===== src/rtl/aes_pkg.sv =====
// Shared definitions for the AES peripheral datapath: ULA function codes,
// register and bus selectors, control-word field positions and handshake states.
package aes_pkg;
  localparam int DATA_W = 128;

  typedef enum logic [1:0] {
    XOR_busAbusB  = 2'b00,
    INC_busA      = 2'b01,
    MOV_busA_busR = 2'b10,
    ZERO_busR     = 2'b11
  } fs_e;

  typedef enum logic [1:0] {
    REG_R0 = 2'd0,
    REG_R1 = 2'd1,
    REG_R2 = 2'd2,
    REG_R3 = 2'd3
  } reg_e;

  typedef enum logic {
    bus_ULA = 1'b0,
    bus_AES = 1'b1
  } bus_e;

  // Control word layout: {SEL_busA, SEL_busB, SEL_busR, reg_DEST, start_AES, decrypt, FS}
  localparam int CW_SEL_A_HI = 10;
  localparam int CW_SEL_A_LO = 9;
  localparam int CW_SEL_B_HI = 8;
  localparam int CW_SEL_B_LO = 7;
  localparam int CW_SEL_R    = 6;
  localparam int CW_DEST_HI  = 5;
  localparam int CW_DEST_LO  = 4;
  localparam int CW_START    = 3;
  localparam int CW_DECRYPT  = 2;
  localparam int CW_FS_HI    = 1;
  localparam int CW_FS_LO    = 0;

  typedef enum logic [1:0] {
    A_IDLE  = 2'd0,
    A_WAIT  = 2'd1,
    A_DONE  = 2'd2,
    A_DRAIN = 2'd3
  } aes_state_e;
endpackage


===== src/rtl/aes_ula.sv =====
// Combinational ULA of the AES datapath: XOR, increment, move or clear.
module aes_ula
  import aes_pkg::*;
(
  input  logic [DATA_W-1:0] bus_a,
  input  logic [DATA_W-1:0] bus_b,
  input  logic [1:0]        fs,
  output logic [DATA_W-1:0] result
);
  always_comb begin
    result = '0;
    case (fs)
      XOR_busAbusB:  result = bus_a ^ bus_b;
      INC_busA:      result = bus_a + 128'd1;
      MOV_busA_busR: result = bus_a;
      default:       result = '0;
    endcase
  end
endmodule


===== src/rtl/aes_datapath.sv =====
// AES peripheral datapath: four working registers, ULA, result bus and the
// start/done handshake toward the cipher core. Host port writes only while enable_amba.
module aes_datapath
  import aes_pkg::*;
(
  input  logic         ACLK,
  input  logic         ARSTn,
  input  logic         enable_amba,
  input  logic         host_wr_en,
  input  logic [1:0]   host_wr_sel,
  input  logic [127:0] host_wr_data,
  input  logic [1:0]   rd_sel,
  output logic [127:0] rd_data,
  input  logic [10:0]  control_word,
  input  logic         wr_control,
  output logic         valid_AES,
  output logic         aes_start,
  output logic         aes_decrypt,
  output logic [127:0] aes_din,
  input  logic [127:0] aes_dout,
  input  logic         aes_done,
  output logic [1:0]   dbg_aes_state
);
  logic [1:0] sel_a, sel_b, dest, fs;
  logic       sel_r, start_aes, decrypt;

  assign sel_a     = control_word[CW_SEL_A_HI:CW_SEL_A_LO];
  assign sel_b     = control_word[CW_SEL_B_HI:CW_SEL_B_LO];
  assign sel_r     = control_word[CW_SEL_R];
  assign dest      = control_word[CW_DEST_HI:CW_DEST_LO];
  assign start_aes = control_word[CW_START];
  assign decrypt   = control_word[CW_DECRYPT];
  assign fs        = control_word[CW_FS_HI:CW_FS_LO];

  logic [DATA_W-1:0] r_q [4];
  logic [DATA_W-1:0] r_d [4];
  logic [DATA_W-1:0] bus_a, bus_b, ula_out, bus_r;
  logic [DATA_W-1:0] aes_res_q, aes_res_d;

  assign bus_a   = r_q[sel_a];
  assign bus_b   = r_q[sel_b];
  assign rd_data = r_q[rd_sel];
  assign bus_r   = (sel_r == bus_AES) ? aes_res_q : ula_out;

  aes_ula u_ula (
    .bus_a  (bus_a),
    .bus_b  (bus_b),
    .fs     (fs),
    .result (ula_out)
  );

  // The controller port has priority over the host port on the same edge.
  always_comb begin
    r_d = r_q;
    if (wr_control) begin
      r_d[dest] = bus_r;
    end else if (host_wr_en && enable_amba) begin
      r_d[host_wr_sel] = host_wr_data;
    end
  end

  always_ff @(posedge ACLK or negedge ARSTn) begin
    if (!ARSTn) begin
      for (int i = 0; i < 4; i++) r_q[i] <= '0;
    end else begin
      r_q <= r_d;
    end
  end

  // Handshake: aes_start is a single-cycle request carrying aes_din/aes_decrypt;
  // the core answers with a single-cycle aes_done qualifying aes_dout. Only one
  // request is outstanding; a done after the controller gave up is drained.
  aes_state_e        state_q, state_d;
  logic              start_q, start_d;
  logic              dec_q, dec_d;
  logic              valid_q, valid_d;
  logic              wait_low_q, wait_low_d;
  logic [DATA_W-1:0] din_q, din_d;

  always_comb begin
    state_d    = state_q;
    start_d    = 1'b0;
    dec_d      = dec_q;
    valid_d    = valid_q;
    wait_low_d = wait_low_q;
    din_d      = din_q;
    aes_res_d  = aes_res_q;
    case (state_q)
      A_IDLE: begin
        // After a drained request, start_AES must be seen low before re-arming.
        if (!start_aes) wait_low_d = 1'b0;
        if (start_aes && !wait_low_q) begin
          state_d = A_WAIT;
          start_d = 1'b1;
          din_d   = bus_b;
          dec_d   = decrypt;
        end
      end
      A_WAIT: begin
        if (aes_done) begin
          state_d   = A_DONE;
          aes_res_d = aes_dout;
          valid_d   = 1'b1;
        end else if (!start_aes) begin
          state_d = A_DRAIN;
        end
      end
      A_DONE: begin
        if (!start_aes) begin
          state_d = A_IDLE;
          valid_d = 1'b0;
        end
      end
      A_DRAIN: begin
        if (aes_done) begin
          state_d    = A_IDLE;
          wait_low_d = 1'b1;
        end
      end
      default: state_d = A_IDLE;
    endcase
  end

  always_ff @(posedge ACLK or negedge ARSTn) begin
    if (!ARSTn) begin
      state_q    <= A_IDLE;
      start_q    <= 1'b0;
      dec_q      <= 1'b0;
      valid_q    <= 1'b0;
      wait_low_q <= 1'b0;
      din_q      <= '0;
      aes_res_q  <= '0;
    end else begin
      state_q    <= state_d;
      start_q    <= start_d;
      dec_q      <= dec_d;
      valid_q    <= valid_d;
      wait_low_q <= wait_low_d;
      din_q      <= din_d;
      aes_res_q  <= aes_res_d;
    end
  end

  assign aes_start     = start_q;
  assign aes_decrypt   = dec_q;
  assign aes_din       = din_q;
  assign valid_AES     = valid_q;
  assign dbg_aes_state = state_q;
endmodule


===== config.mk =====
export PLATFORM = sky130hd
export DESIGN_NAME = aes_datapath
export DESIGN_NICKNAME = d
export VERILOG_FILES = /design/src/rtl/aes_pkg.sv /design/src/rtl/aes_ula.sv /design/src/rtl/aes_datapath.sv
export SDC_FILE = /design/constraint.sdc
export NUM_CORES = 2
export LEC_CHECK = 0
export CORE_UTILIZATION = 50
export DETAILED_ROUTE_END_ITERATION = 8
export PLACE_DENSITY = 0.77
export SETUP_SLACK_MARGIN = 0.3
export SYNTH_ARGS = -nofsm -noshare
export SYNTH_HDL_FRONTEND = slang
export SYNTH_SLANG_ARGS = --single-unit

===== constraint.sdc =====
create_clock -name ACLK -period 4.4 [get_ports ACLK]
set_clock_uncertainty 0.1 [all_clocks]
set_input_delay 0.88 -clock ACLK [delete_from_list [all_inputs] [get_ports ACLK]]
set_output_delay 0.88 -clock ACLK [all_outputs]
set_load 0.05 [all_outputs]

; ---- Yosys cells after proc, flatten, opt, wreduce, memory -nomap -nowiden
; Cells that the tools add are included.
[op_classes]
n_addsub = 1
magnitude_cmp = 7
eq_ne = 11
mux = 31
n_bitwise = 6
n_reduce_logical = 15
[ops]
columns = op, count
row1 = $mux W128, 9
row2 = $bwmux W512, 2
row3 = $mux W512, 2
row4 = $bmux W128 S2, 3
row5 = $demux W128 S2, 2
row6 = $pmux W128 S3, 1
row7 = $add A128 B1 Y128 const B, 1
row8 = $xor A128 B128 Y128, 1
row9 = $ge A3 B3 Y1 const B, 5
row10 = $not A2 Y3, 5
row11 = $mux W2, 5
row12 = $ne A2 B2 Y1 const B, 5
row13 = $pmux W2 S4, 1
row14 = $eq A2 B2 Y1 const B, 3
row15 = $lt A3 B1 Y1 const B, 2
row16 = $reduce_and A3 Y1, 2
row17 = $reduce_bool A2 Y1, 3
row18 = $eq A2 B1 Y1 const B, 2
row19 = $logic_and A1 B1 Y1, 4
row20 = $logic_not A2 Y1, 2
row21 = $mux W1, 4
row22 = $pmux W1 S2, 2
row23 = $reduce_and A2 Y1, 2
row24 = $reduce_and A4 Y1, 1
row25 = 2 further kinds, 2
[totals]
register_bits = 774
inputBits = 277
out_inout_bits = 261
wordCells = 82

; ---- Logic depth before layout (Yosys ltp)
[logic_depth]
ltp_word = 9
depth_mapped = 15
depth_no_buf = 10

; ---- By module
; From an unflattened synthesis, not the netlist that was laid out.
[unflattened]
cells_unflattened = 4072
hier_area_um2 = 47948.5
[modules_own_cells]
columns = mod, instances, cells_each, area_per_inst_um2, seq_area_each_um2
row1 = aes_datapath, 1, 3038, 41631.2, 19368.6
row2 = aes_ula, 1, 1034, 6317.3, 0.0

; ---- Least setup slack after synthesis
; Ideal clock, no wire load.
[synth_timing]
kind = input to register
from = input port control_word[9]
to = register r_q[242] (netlist name)
setup_ns = 0.126
t_arrival_ns = 3.961
t_required_ns = 4.174
setup_slack_ns = 0.213
stages = 13
n_path_buf = 3
cell_sequence = buf_6 buf_12 buf_8 mux4_2 ha_1 nand2_1 o22a_2 nor4_2 nand4_1 or4_1 mux2i_1 or2_1 a221o_1
[synth_via]
elab_chain_cells = 9
word_cells_on_any_way = 10
cone_classes = add/sub (1) / mux (7) / bitwise (2)
[synth_lines]
columns = element, line
row1 = start: declaration, aes_datapath.sv:14  ; input logic [10:0] control_word,
row2 = $not A2 Y3 (implied by the code) *, aes_datapath.sv:40  ; assign bus_a = r_q[sel_a];
row3 = $bmux W128 S2 *, aes_datapath.sv:40
row4 = $mux W128 (implied by the code) * (2 in a row), aes_datapath.sv:40
row5 = $add A128 B1 Y128 / $xor A128 B128 Y128 (equally long branches), "aes_ula.sv:14, aes_ula.sv:13"
row6 = $pmux W128 S3 *, aes_ula.sv:12  ; case (fs)
row7 = $mux W128 *, aes_datapath.sv:43  ; assign bus_r = (sel_r == bus_AES) ? aes_res_q : ula_out;
row8 = $bwmux W512 *, aes_datapath.sv:56  ; r_d[dest] = bus_r;
row9 = $mux W512 *, aes_datapath.sv:55  ; if (wr_control) begin
row10 = end signal: assignment, aes_datapath.sv:66  ; r_q <= r_d;
row11 = end: declaration, aes_datapath.sv:35  ; logic [DATA_W-1:0] r_q [4];
; Every way passes the cells marked *; elsewhere a longest branch is shown, timed or not. The select of a mux whose other input is x is not followed.
; A chain may end at the register's enable or synchronous reset.

; ---- Worst setup path in the final report
[layout_timing]
from = input port control_word[10]
to = register r_q[252] (netlist name)
; The elaborated chain is that of the path after synthesis.

==> summary.txt <==
run status: complete, no violations
Finished Layout Cells: 6819
number of DRC markers in iteration 0: 8718
pin count of the biggest net entering global routing: 102
sequential cell area fraction in the yosys report: 38.30%
overall power: 37800 uW
clk root buf: clkbuf_16
CP Class: input port to flip-flop
layout cells sized above 1: 27.54%
post-synth top area share: 38.30%
Startpoint Class: input port
clock slew at reported path FFs: 0.06 ns
initial antenna violation count: 27
post-route ant nets: 0
H-Tree Depth: 3
Worst Path Arrival: 4.54 ns
die outline width: 320.0 um
Post-synth EDFFs: 0
unrepaired setup endpoints after global routing: no
DP Cell Count: 6645
Rows: 116
router iterations before antenna repair: 9
crit path max fanout: 21
Yosys cell types: 104
post-DP HPWL: 154.7 mm
Layout Nets: 5717
area growth from synthesis to layout: 25.31%
die height: 320.0 um
Post-CTS Hold Buffers: 0
CTS Buf Count: 90
Tmin final: 4.072 ns
Max Cap Violations: 0
Top Ports: 538
Slew headroom: 25.99%
Critical Path Slowest Stage Cell: nor4_4
Avg Cell Area, Syn: 10.63 um2
Tot GR Track Use: 44.93%
Pwr per Cell Area: 596.5 nW/um2
fin crit share: 92.54%
worst skew pair latency: 0.70 ns
crit-path max cell delay: 0.64 ns
TritonCTS clock tree: done
Hold Path Class: input port to async pin
leak pwr: 0.02550 uW
full die area: 102400 um2
Max Fclk: 0.2456 GHz
vias in the first global route: 50330
core area: 100100 um2
synth warn: 0
final core occ: 63.28%
Post-Syn Area: 50570 um2
final setup vio count: 0
first-pass GRT wire length: 339.0 mm
Clock Sinks: 774
post-DR vias/cell: 7.488
Worst Path Required: 4.87 ns
Placer Congestion: 1.044
leading area contributor after synthesis: dfrtp_1
Starting Density: 50.49%
PortBufs: 537
Final Hold Viols: 0
Total Wirelength: 232.6 mm
syn nets: 5035
worst path cell trace: buf_6 > buf_4 > mux4_2 > nand4_2 > nor4_4 > nand4_1 > nor4_2 > buf_4 > mux2i_1 > nand2_1 > a221o_1
Synth Flop Type: dfrtp_1
most frequent CP cell: buf_4
VDD IR-drop max: 683.6 uV
routed via count: 51060
Slew Viols, Final: 0
Clock Tree Buf Depth: 3
post-synthesis async set-or-reset flop share: 100.0%
most area-consuming cells after synthesis: dfrtp_1, mux4_2, mux2_2, nand2_1, o21ai_0
Worst setup EP type: flip-flop
most frequent cells in the layout: dfrtp_1, buf_4, nand2_1
worst-margin pin slew: 1.110 ns
post-synthesis cell count: 4757
# DRC: 0
commonest non-fill, non-tap cell in the layout: dfrtp_1
number of synthesized register bits: 774
drt wl/cell: 34.11 um
grt ovf: 0
-- per-stage QoR --
stage / setup WS (ns) / hold slack (ns) / instance area (um2) / setup TNS, ns
detailed placement: -0.4611 / 0.3841 / 60050 / -6.966
finish: 0.3282 / 0.2299 / 63370 / 0
floorplan: 0.3119 / 0.3701 / 50570 / 0
global placement: -0.4022 / 0.3821 / 60050 / -5.354
CTS: 0.3914 / 0.1973 / 63330 / 0
global route: 0.3042 / 0.2578 / 63350 / 0
-- final timing paths --
check / from / to / slack (ns) / depth (start not counted)
worst max-delay path: control_word[10] / r_q[252] / 0.33 / 11
worst min-delay path: ARSTn / r_q[317] / 0.23 / 1
worst max register to register: r_q[128] / r_q[478] / 0.49 / 13
worst min register to register: aes_res_q[21] / aes_res_q[21] / 0.40 / 1
max in group asynchronous: ARSTn / r_q[268] / 2.89 / 2
min in group ACLK: aes_res_q[21] / aes_res_q[21] / 0.40 / 1
-- synth_stat cells (all sizes together) (38+ instances only) --
master / number
buf: 102
nor4: 76
dfrtp: 774
nor2b: 75
a22oi: 141
xnor2: 59
a32oi: 38
nand4: 100
a21oi: 217
mux2i: 40
nand2: 510
xor2: 92
o21ai: 330
nand2b: 101
clkbuf: 323
o221ai: 142
a221o: 42
mux4: 384
nand3: 162
and3: 67
nor3: 78
nor2: 230
mux2: 262
-- timing repair --
action	in CTS	in global routing
pin swaps	0	0
setup buffers	0	0
gates resized for setup	2	3
setup endpoints to repair	5	10
endpoints found under the hold margin	0	0
-- worst max-delay path: cells and delay by family --
| family | cells | cell delay [ns] |
|---|---|---|
| AOI/OAI and AO/OA | 1 | 0.35 |
| and+or+nand+nor | 5 | 2.13 |
| muxes | 2 | 0.44 |
| buffers and inverters | 3 | 0.70 |
-- layout make-up --
class	instances	area, um2
inverter	29	112.6
multi-input combinational	3529	29490
clock inverter	41	591.8
antenna	9	22.52
fill	7825	36780
sequential	774	19370
clock buffer	124	2676
tap	1298	1624
timing repair buffer	1015	9480
-- layer usage --
| layer | share of wire (%) | routed length (um) | GRT usage, % | up-vias |
|---|---|---|---|---|
| met5 | 0.14 | 330 | 0.7565 | - |
| met4 | 7.7 | 17910 | 28.75 | 42 |
| met3 | 16 | 36750 | 16.98 | 1312 |
| met2 | 42 | 98020 | 64.26 | 5297 |
| met1 | 34 | 79610 | 57.05 | 24630 |
| li1 | - | - | - | 19780 |
-- power breakdown --
part	leakage [uW]	total (uW)	internal, uW	switching [uW]
clock	0.00160	8400	5070	3330
sequential	0.00970	12200	9680	2480
combinational	0.0142	17200	7200	10000
-- registers in the layout, indices dropped and copies added, names as in the netlist --
name           count
r_q              512
aes_din          128
aes_res_q        128
dbg_aes_state      2
aes_decrypt        1
aes_start          1
valid_AES          1
wait_low_q         1
-- kinds of logic after synthesis --
kind of cell	after synthesis	synth area share, %
DFF	774	38.30
buffers and inverters	454	3.862
muxes	686	23.74
AOI/OAI and AO/OA	1174	15.65
xor gates and xnor gates	151	2.630
and+or+nand+nor	1517	15.80
adders and majority gates	1	0.02474
No activity file was read; power rests on OpenSTA's default activity.
